[src/rtl/boron_key_schedule_pkg.sv]
// Purpose: shared constants and state encoding for the BORON key schedule.
// Latency: n/a (types and constants only).
// Backpressure: n/a.
package boron_pkg;

    localparam int ROUND_KEY_WIDTH = 64;
    localparam int KS_ROTATE       = 13;
    localparam int RC_MSB          = 63;
    localparam int RC_LSB          = 59;
    localparam int RC_WIDTH        = 5;

    typedef enum logic [1:0] {
        IDLE   = 2'd0,
        ACTIVE = 2'd1,
        DONE   = 2'd2
    } ks_state_t;

endpackage

[src/rtl/boron_key_schedule_if.sv]
// Purpose: load/next handshake and round-key bus between round controller and key schedule.
// Latency: n/a (wires only).
// Backpressure: consumer holds i_ks_next low to stall; the current key is held until accepted.
// Modports: master = round controller (drives load/key/next), slave = key schedule.
interface boron_key_schedule_if
    import boron_pkg::*;
#(
    parameter int KEY_WIDTH = 80
);
    logic                       i_ks_load;
    logic [KEY_WIDTH-1:0]       i_ks_key;
    logic                       i_ks_next;
    logic [ROUND_KEY_WIDTH-1:0] o_ks_round_key;
    logic                       o_ks_valid;
    logic [RC_WIDTH-1:0]        o_ks_round;
    logic                       o_ks_last;
    logic                       o_ks_busy;

    modport master (
        output i_ks_load, i_ks_key, i_ks_next,
        input  o_ks_round_key, o_ks_valid, o_ks_round, o_ks_last, o_ks_busy
    );

    modport slave (
        input  i_ks_load, i_ks_key, i_ks_next,
        output o_ks_round_key, o_ks_valid, o_ks_round, o_ks_last, o_ks_busy
    );
endinterface

[src/rtl/s_box.sv]
// Purpose: BORON 4-bit substitution cell.
// Latency: combinational.
// Backpressure: n/a.
// Ports: i_nibble (4-bit input), o_nibble (4-bit substituted output).
module s_box (
    input  logic [3:0] i_nibble,
    output logic [3:0] o_nibble
);
    always_comb begin
        o_nibble = 4'h0;
        case (i_nibble)
            4'h0: o_nibble = 4'hE;
            4'h1: o_nibble = 4'h4;
            4'h2: o_nibble = 4'hB;
            4'h3: o_nibble = 4'h1;
            4'h4: o_nibble = 4'h7;
            4'h5: o_nibble = 4'h9;
            4'h6: o_nibble = 4'hC;
            4'h7: o_nibble = 4'hA;
            4'h8: o_nibble = 4'hD;
            4'h9: o_nibble = 4'h2;
            4'hA: o_nibble = 4'h0;
            4'hB: o_nibble = 4'hF;
            4'hC: o_nibble = 4'h8;
            4'hD: o_nibble = 4'h5;
            4'hE: o_nibble = 4'h3;
            4'hF: o_nibble = 4'h6;
            default: o_nibble = 4'h0;
        endcase
    end
endmodule

[src/rtl/boron_key_schedule.sv]
// Purpose: sequential BORON key schedule, emits NUM_ROUNDS+1 64-bit round keys in order.
// Latency: 1 cycle from i_ks_load to round 1, 1 cycle per i_ks_next advance.
// Backpressure: key held while i_ks_next is low; next ignored unless o_ks_valid.
// Ports: i_clk, i_rst (sync, active-high), ks (slave modport: load/key/next in, key/valid/round/last/busy out).
// Option: define BORON_KS_ZEROIZE_EN to clear key and round on entry to DONE.
module boron_key_schedule
    import boron_pkg::*;
#(
    parameter int KEY_WIDTH  = 80,
    parameter int NUM_ROUNDS = 25
) (
    input  logic                  i_clk,
    input  logic                  i_rst,
    boron_key_schedule_if.slave   ks
);
    // 80-bit keys substitute one nibble per round, 128-bit keys substitute two.
    localparam int NUM_SBOX = (KEY_WIDTH == 128) ? 2 : 1;
    localparam logic [RC_WIDTH-1:0] LAST_ROUND = RC_WIDTH'(NUM_ROUNDS + 1);

    if (KEY_WIDTH != 80 && KEY_WIDTH != 128) begin : g_bad_key_width
        $error("boron_key_schedule: KEY_WIDTH must be 80 or 128");
    end
    if (NUM_ROUNDS < 1 || NUM_ROUNDS + 1 > 31) begin : g_bad_rounds
        $error("boron_key_schedule: NUM_ROUNDS+1 must be in 2..31");
    end

    ks_state_t              state_q, state_d;
    logic [KEY_WIDTH-1:0]   key_q, key_d;
    logic [RC_WIDTH-1:0]    round_q, round_d;
    logic                   last_q, last_d;

    logic [KEY_WIDTH-1:0]   key_rot;
    logic [KEY_WIDTH-1:0]   key_upd;
    logic [3:0]             sb_out [NUM_SBOX];

    assign key_rot = {key_q[KEY_WIDTH-KS_ROTATE-1:0], key_q[KEY_WIDTH-1:KEY_WIDTH-KS_ROTATE]};

    for (genvar g = 0; g < NUM_SBOX; g++) begin : g_sbox
        s_box u_s_box (
            .i_nibble (key_rot[4*g +: 4]),
            .o_nibble (sb_out[g])
        );
    end

    // Rotated key with low nibble(s) substituted, then round counter folded into K[63:59].
    always_comb begin
        key_upd = key_rot;
        for (int j = 0; j < NUM_SBOX; j++) begin
            key_upd[4*j +: 4] = sb_out[j];
        end
        key_upd[RC_MSB:RC_LSB] = key_upd[RC_MSB:RC_LSB] ^ round_q;
    end

    always_ff @(posedge i_clk) begin
        if (i_rst) begin
            state_q <= IDLE;
            key_q   <= '0;
            round_q <= '0;
            last_q  <= 1'b0;
        end else begin
            state_q <= state_d;
            key_q   <= key_d;
            round_q <= round_d;
            last_q  <= last_d;
        end
    end

    // Load wins over next so a restart never consumes a stale advance.
    always_comb begin
        state_d = state_q;
        key_d   = key_q;
        round_d = round_q;
        last_d  = last_q;
        if (ks.i_ks_load) begin
            state_d = ACTIVE;
            key_d   = ks.i_ks_key;
            round_d = RC_WIDTH'(1);
            last_d  = (LAST_ROUND == RC_WIDTH'(1));
        end else begin
            unique case (state_q)
                ACTIVE: begin
                    if (ks.i_ks_next) begin
                        if (last_q) begin
                            state_d = DONE;
                            last_d  = 1'b0;
`ifdef BORON_KS_ZEROIZE_EN
                            key_d   = '0;
                            round_d = '0;
`endif
                        end else begin
                            key_d   = key_upd;
                            round_d = round_q + RC_WIDTH'(1);
                            last_d  = ((round_q + RC_WIDTH'(1)) == LAST_ROUND);
                        end
                    end
                end
                IDLE, DONE: begin
                    last_d = 1'b0;
                end
                default: begin
                    state_d = IDLE;
                end
            endcase
        end
    end

    assign ks.o_ks_round_key = key_q[ROUND_KEY_WIDTH-1:0];
    assign ks.o_ks_valid     = (state_q == ACTIVE);
    assign ks.o_ks_busy      = (state_q == ACTIVE);
    assign ks.o_ks_round     = round_q;
    assign ks.o_ks_last      = last_q;

endmodule

[src/flat_wrapper.sv]
// flat-port wrapper written by rule: the top's interface ports become plain ports
module boron_key_schedule_flat import boron_pkg::*;
#(
    parameter int KEY_WIDTH  = 80,
    parameter int NUM_ROUNDS = 25
)
  (i_clk, i_rst, ks_i_ks_load, ks_i_ks_key, ks_i_ks_next, ks_o_ks_round_key, ks_o_ks_valid, ks_o_ks_round, ks_o_ks_last, ks_o_ks_busy);
  boron_key_schedule_if #(.KEY_WIDTH(KEY_WIDTH)) ks_i ();
  input  logic i_clk;
  input  logic i_rst;
  input wire logic [$bits(ks_i.i_ks_load)-1:0] ks_i_ks_load;
  input wire logic [$bits(ks_i.i_ks_key)-1:0] ks_i_ks_key;
  input wire logic [$bits(ks_i.i_ks_next)-1:0] ks_i_ks_next;
  output wire logic [$bits(ks_i.o_ks_round_key)-1:0] ks_o_ks_round_key;
  output wire logic [$bits(ks_i.o_ks_valid)-1:0] ks_o_ks_valid;
  output wire logic [$bits(ks_i.o_ks_round)-1:0] ks_o_ks_round;
  output wire logic [$bits(ks_i.o_ks_last)-1:0] ks_o_ks_last;
  output wire logic [$bits(ks_i.o_ks_busy)-1:0] ks_o_ks_busy;
  assign ks_i.i_ks_load = ks_i_ks_load;
  assign ks_i.i_ks_key = ks_i_ks_key;
  assign ks_i.i_ks_next = ks_i_ks_next;
  assign ks_o_ks_round_key = ks_i.o_ks_round_key;
  assign ks_o_ks_valid = ks_i.o_ks_valid;
  assign ks_o_ks_round = ks_i.o_ks_round;
  assign ks_o_ks_last = ks_i.o_ks_last;
  assign ks_o_ks_busy = ks_i.o_ks_busy;
  boron_key_schedule #(.KEY_WIDTH(KEY_WIDTH), .NUM_ROUNDS(NUM_ROUNDS)) u_core (.i_clk(i_clk), .i_rst(i_rst), .ks(ks_i));
endmodule
[config.mk]
export PLATFORM = sky130hd
export DESIGN_NAME = boron_key_schedule_flat
export DESIGN_NICKNAME = d
export VERILOG_FILES = /design/src/rtl/boron_key_schedule_pkg.sv /design/src/rtl/boron_key_schedule_if.sv /design/src/rtl/s_box.sv /design/src/rtl/boron_key_schedule.sv /design/src/flat_wrapper.sv
export SDC_FILE = /design/constraint.sdc
export NUM_CORES = 1
export LEC_CHECK = 0
export ABC_AREA = 1
export CORE_MARGIN = 2
export CORE_UTILIZATION = 45
export CTS_CLUSTER_DIAMETER = 30
export DETAILED_ROUTE_END_ITERATION = 12
export PLACE_DENSITY = 0.77
export REMOVE_ABC_BUFFERS = 1
export SYNTH_ARGS = -nofsm -noshare
export SYNTH_HDL_FRONTEND = slang
export SYNTH_HIERARCHICAL = 1
export SYNTH_SLANG_ARGS = --single-unit
[constraint.sdc]
create_clock -name i_clk -period 1.95 [get_ports i_clk]
set_input_delay 0.4875 -clock i_clk [delete_from_list [all_inputs] [get_ports i_clk]]
set_output_delay 0.4875 -clock i_clk [all_outputs]
set_load 0.01 [all_outputs]
==> results.tsv, run 1 <==
stage	metric	value	unit
outcome	outcome	finished, final reports clean	
clock_tree	cts_tree	yes	
cells_and_area	area_growth	27.9	%
routing	routedWlPerCell	13.8	um
critical_path	cp_slowest_stage_delay	600	ps
logic_synthesis	synth.top_cell.area_share	34.4	%
floorplanning	initial_core_util	46.7	%
floorplanning	die_area	12300	um^2
routing	num_vias	4630	
run	max_cap_violations	0	
power	peakVddDrop	0.000412	V
sta	final.setup_skew	6.66	ps
min_path	holdPathEnd	u_core/key_q[71]	
critical_path	worstReg2RegEnd	u_core/key_q[2]	
clock_tree	clkTransAtPathRegs	60	ps
power	power_leakage	0.00246	uW
sta	tightest_slew	405	ps
power	clkPwrFrac	35.2	%
critical_path	reg2reg_slack	260	ps
sta	hold_slack	464	ps
sta	final_max_slew_viol_count	0	
logic_synthesis	ys_warn_count	6	
grt	track_usage	19.8	%
min_path	whs_path_depth	2	
place	placed_cells	901	
critical_path	r2r_cells	11	
critical_path	critical-path-slowest-cell	clkdlybuf4s50_1	
logic_synthesis	yosysTopAreaCell	dfxtp_1	
grt	grt_pass1_wl	20500	um
power	intPower	3290	uW
clock_tree	cts_resized	2	
clock_tree	cts_buffer_depth	2	
power	switching_share	26.8	%
critical_path	cp-end-kind	output port	
clock_tree	worstSkewPairLatency	330	ps
routing	routed_wirelength	12700	um
routing	vias_per_cell	5.05	
clock_tree	cts-root-buf	clkbuf_16	
power	power	4490	uW
critical_path	crit_type	reg2out	
grt	grt_antenna_before_repair	0	
cells_and_area	fin_cells	917	
clock_tree	cts_buffers	9	
clock_tree	ctsHoldBuffers	0	
power	sequentialPowerShare	44.3	%
floorplanning	die_x	111	um
logic_synthesis	synth_area	5120	um^2
critical_path	path_buf_inv	1	
routing	drc_errors	0	
place	dp_hpwl	8890	um
sta	period_share	96.9	%
critical_path	worstReg2RegStart	u_core/key_q[67]	
cells_and_area	layout_common_cells	151 x clkdlybuf4s50_1, 144 x nand2_1, 88 x dfxtp_1, 84 x nor2_1, 83 x inv_1	
cells_and_area	drive_gt1_share	11.5	%
place	portBuffers	155	
power	power_switching	1200	uW
critical_path	critical_path_arrival	1400	ps
clock_tree	htree_levels	3	
cells_and_area	final_util	59.7	%
critical_path	critPathLaunchType	flop	
place	place.gp.congestion	0.833	
logic_synthesis	ys_ff_latch	88	
critical_path	crit_family	buffers and inverters	
logic_synthesis	ys_top_cells_by_area	dfxtp_1 34%, nand2_1 11%, buf_4 10%	
critical_path	worstPathCellList	clkdlybuf4s50_1	
logic_synthesis	yosysSeqAreaShare	34.4	%
floorplanning	row_count	38	
routing	drt-initial-drc-count	300	
cells_and_area	layout_commonest_cell	clkdlybuf4s50_1	
grt	overflow	0	
logic_synthesis	syn_inst	700	
routing	drtAntennaViolNets	0	
critical_path	cp.required	1460	ps
sta	finalHoldViolations	0	
sta	relSlewSlack	73.0	%
sta	fmax	0.529	GHz
min_path	worstHoldStart	u_core/key_q[71]	
floorplanning	io_pins	156	
routing	dr.pass1.iters	5	
min_path	hold_path.class	reg2reg	
critical_path	critPathMaxFanout	8	
grt	grt_start_max_net_pins	80	
clock_tree	clkSinkCount	88	
power	combPwrFrac	20.6	%
floorplanning	core_area	11000	um^2
cells_and_area	diodes	0	
clock_tree	post_cts_buffers	0	
sta	fin_crit	1890	ps
cells_and_area	layout.nets	860	
floorplanning	die_y	111	um
power	p_per_area	685	nW/um^2
sta	rsz0062_at_grt	no	
logic_synthesis	synth_cell_types	28	
logic_synthesis	syn_area_per_cell	7.32	um^2
grt	first_global_vias	4323	
sta	finalSetupViolCount	0	
[kinds of logic (layout without fill, tap and decap cells)]
logic type	after synthesis	after routing	share of synthesized area, %
and+or+nand+nor	248	248	19.2
buffers and inverters	195	272	20.9
AOI/OAI and AO/OA	161	161	23.8
DFF	88	88	34.4
adders and majority gates	4	4	0.977
muxes	4	4	0.781
[final cells by class]
class | count | area [um^2]
Timing Repair Buffer | 170 | 1740
Clock inverter | 3 | 17.5
Sequential cell | 88 | 1760
Fill cell | 1019 | 4430
Multi-Input combinational cell | 417 | 2290
Clock buffer | 13 | 250
Inverter | 86 | 323
Tap cell | 140 | 175
[metrics by stage]
step,setup WS (ps),area [um^2],TNS (ps)
6_report,60.3,6550,0
5_1_grt,11.0,6550,0
4_1_cts,41.6,6550,0
3_5_place_dp,-12.7,6290,-17.1
3_3_place_gp,35.9,6290,0
2_1_floorplan,-158,4380,-9350
[synthesized netlist by cell type, drive strengths merged]
cell type / count
buf: 101
mux2i: 4
a22oi: 66
nor2: 87
nand2: 147
clkbuf: 8
nand4: 1
a21oi: 78
ha: 4
nand3: 13
o21a: 1
o21ai: 13
a31oi: 1
dfxtp: 88
a21boi: 2
inv: 86
[sequential cells by signal (all words and copies together), names as in the netlist]
register	count
u_core/key_q	80
u_core/ks.o_ks_last	1
u_core/ks.o_ks_round	5
u_core/state_q	2
[routing by layer]
layer,vias to the layer above,GRT usage [%],wire length [um]
li1,2318,-,-
met1,2134,25.3,5540
met2,163,33.1,6100
met3,15,4.70,871
met4,0,6.17,155
met5,-,0,0
[worst max-delay path by stage]
stage,from,end,slack (ps),depth (start not counted)
final,u_core/ks.o_ks_round[1],ks_o_ks_round[1],60,1
after detailed placement,ks_i_ks_next,u_core/key_q[53],-10,6
after CTS,u_core/ks.o_ks_round[1],ks_o_ks_round[1],40,1
after floorplan,ks_i_ks_next,u_core/key_q[31],-160,5
after global routing,u_core/ks.o_ks_round[1],ks_o_ks_round[1],10,1
after global placement,ks_i_ks_next,u_core/key_q[31],40,6
[power groups by stage]
stage | Sequential [uW] | Combinational [uW] | Clock [uW]
finish | 1990 | 924 | 1580
CTS | 1990 | 926 | 1620
detailed placement | 2030 | 923 | 0
global placement | 2020 | 904 | 0
global route | 2000 | 1000 | 1700
floorplan | 2050 | 340 | 0
No activity file was read; power rests on OpenSTA's default activity.
==> inputs of run 2 (changes only) <==
--- a/config.mk
+++ b/config.mk
@@ -8,8 +8,9 @@
 export ABC_AREA = 1
 export CORE_MARGIN = 2
 export CORE_UTILIZATION = 45
-export CTS_CLUSTER_DIAMETER = 30
+export CTS_CLUSTER_DIAMETER = 200
 export DETAILED_ROUTE_END_ITERATION = 12
+export HOLD_SLACK_MARGIN = 0.02
 export PLACE_DENSITY = 0.77
 export REMOVE_ABC_BUFFERS = 1
 export SYNTH_ARGS = -nofsm -noshare
==> results of run 2 <==
No change in the layout: final DEF, timing and power equal those of run 1.
==> variant, RTL diff (settings of run 2) <==
The 3 states of `ks_state_t` get a one-hot encoding in 3 bits.
--- a/src/rtl/boron_key_schedule_pkg.sv
+++ b/src/rtl/boron_key_schedule_pkg.sv
@@ -9,10 +9,10 @@
     localparam int RC_LSB          = 59;
     localparam int RC_WIDTH        = 5;
 
-    typedef enum logic [1:0] {
-        IDLE   = 2'd0,
-        ACTIVE = 2'd1,
-        DONE   = 2'd2
+    typedef enum logic [2:0] {
+        IDLE   = 3'b001,
+        ACTIVE = 3'b010,
+        DONE   = 3'b100
     } ks_state_t;
 
 endpackage
Function: same outputs for any inputs over 4 cycles, from zero or initial values and one cycle with i_rst high; so few cycles prove little.
==> variant against run 2 <==
Count of clock-buffer cells in the layout fell by 1; synthesized area fell by 1.3%; sequential share of layout area rose by 0.94 points; final area fell by 2.1%; sequential cell count rose by 1; power fell by 6.4%; routed wire length fell by 6.4%; setup slack improved by 50 ps; critical endpoint is now ks_o_ks_round[2]; largest cell class unchanged; largest power group unchanged.
==> variant: results (changes against run 2) <==
{| class="wikitable"
! Metric !! Value
|-
| Count of nets after finishing || 936 (+8.8%)
|-
| Area occupied by multi-input gates || 2180 um2 (-4.6%)
|-
| Global-route wire length before repair || 19000 um (-7.6%)
|-
| Crit path largest cell delay || 570 ps (-30 ps)
|-
| Number of clock buffers inserted by TritonCTS || 9 (unchanged)
|-
| Quantity of I/O buffers inserted on ports || 155 (unchanged)
|-
| Final weighted congestion of routability-driven global placement || 0.850 (+2.0%)
|-
| Sum Neg Setup Slack || 0 ps (unchanged)
|-
| Combined flip-flop and latch cell area || 1790 um2 (+1.3%)
|-
| Total inserted antenna cells || 0 (unchanged)
|-
| H-tree level count || 3 (unchanged)
|-
| Number of buffers between clock root and the deepest sink || 2 (unchanged)
|-
| Worst-path maximum fanout || 10 (+2)
|-
| Worst IR Drop VDD || 0.000490 V (+19%)
|-
| Initial antenna violation count || 0 (unchanged)
|-
| Max Clock Skew || 8.23 ps (+1.58 ps)
|-
| Status || complete, no violations
|-
| Setup WS pre-CTS || 19.7 ps (+32.4 ps)
|-
| Total number of vias || 4681 (+1.1%)
|-
| P per Cell Area || 655 nW/um2 (-4.4%)
|-
| Post-DR wirelength/cell || 11.9 um (-13%)
|-
| Global-route usage over all layers || 19.6% (-0.23 points)
|-
| Fraction of registers with async set or reset after synthesis || 0% (unchanged)
|-
| Largest register FFs || 80 (unchanged)
|-
| Layout cell share with drive strength beyond 1 || 4.81% (-6.6 points)
|-
| Number of different library cells in the post-synthesis netlist || 22 (-21%)
|-
| Cell Area, Placed || 6210 um2 (-1.3%)
|-
| Number of warnings issued by yosys || 6 (unchanged)
|-
| Router iterations before antenna repair || 5 (unchanged)
|-
| Cell at the root of the clock tree || clkbuf_8
|-
| Dominant cells by area after synthesis || dfxtp_1, nand2_1, buf_4
|-
| Sequential cell area fraction in the yosys report || 35.2% (+0.86 points)
|-
| Filler cells || 1039 (+2.0%)
|-
| Placed wire-length estimate after detailed placement || 8180 um (-8.0%)
|-
| Most common library cells after synthesis || nand2_1, dfxtp_1, a21oi_1, inv_1
|-
| Measured slew at the worst slew-check pin || 486 ps (+80.8 ps)
|-
| Arrival time of the worst setup path || 1350 ps (-50 ps)
|-
| Lkg Pwr || 2.47 nW (+0.54%)
|-
| # setup viols final || 0 (unchanged)
|-
| Clock transition at the registers of the reported paths || 90 ps (+30 ps)
|-
| Cell type of the slowest stage on the worst timing path || clkdlybuf4s50_1
|-
| Source-to-sink clock delay at the later pin of the worst-skew pair || 350 ps (+20 ps)
|-
| Kind of cell adding the most delay to the critical path || buffers and inverters
|-
| Via count of the first global-routing pass || 4145 (-4.1%)
|-
| Largest net degree at the start of global routing || 75 (-6.3%)
|-
| Classification of the worst-slack hold path || flip-flop to flip-flop
|-
| Violation count after the first detailed-routing iteration || 221 (-26%)
|}
-- variant: per-layer routing --
layer  global-route usage (%)  part of all wire [%]  vias up
li1                         -                     -     2484
met1                     25.6                    47     2038
met2                     30.9                    44      149
met3                     5.88                   8.5       10
met4                     6.42                   1.1        0
met5                        0                     0        -
-- variant: worst paths after layout --
kind | depth (start not counted) | end | slack (ps) | startpoint
max | 1 | ks_o_ks_round[2] | 110 | u_core/ks.o_ks_round[2]
min | 2 | u_core/key_q[75] | 460 | u_core/key_q[75]
max reg2reg | 11 | u_core/key_q[0] | 450 | u_core/key_q[68]
min reg2reg | 2 | u_core/key_q[75] | 460 | u_core/key_q[75]
-- variant: cells by family after synthesis --
logic type,after synthesis,share of synthesized area (%)
compound gates,160,15.9
buf+inv,193,21.7
fa+ha+maj,4,0.990
flops,89,35.2
simple gates,326,25.2
mux,5,0.990
-- variant: per-stage QoR --
| step | std cells | hold WS [ps] |
|---|---|---|
| 3_3_place_gp | 977 | 451 |
| 2_1_floorplan | 668 | 435 |
| 3_5_place_dp | 977 | 453 |
| 4_1_cts | 992 | 466 |
| 6_report | 992 | 465 |
| 5_1_grt | 992 | 491 |
-- variant: what timing repair did --
action                                  CTS  global route
resized for setup                         3             2
endpoints found under the setup margin    3             2
hold buffers                              0             0
-- variant: report_power, final --
group	switching, mW	internal [mW]
logic	0.389	0.440
clock network	0.638	0.750
registers	0.0758	1.91
total	1.10	3.10
-- variant: final cells by class --
type,instances,share of cell area (%)
inverters,84,4.91
clock inverters,3,1.01
flip-flops and latches,89,27.8
multi-input cells,495,34.0
well taps,140,2.73
repair buffers,169,27.2
clock buffers,12,2.26
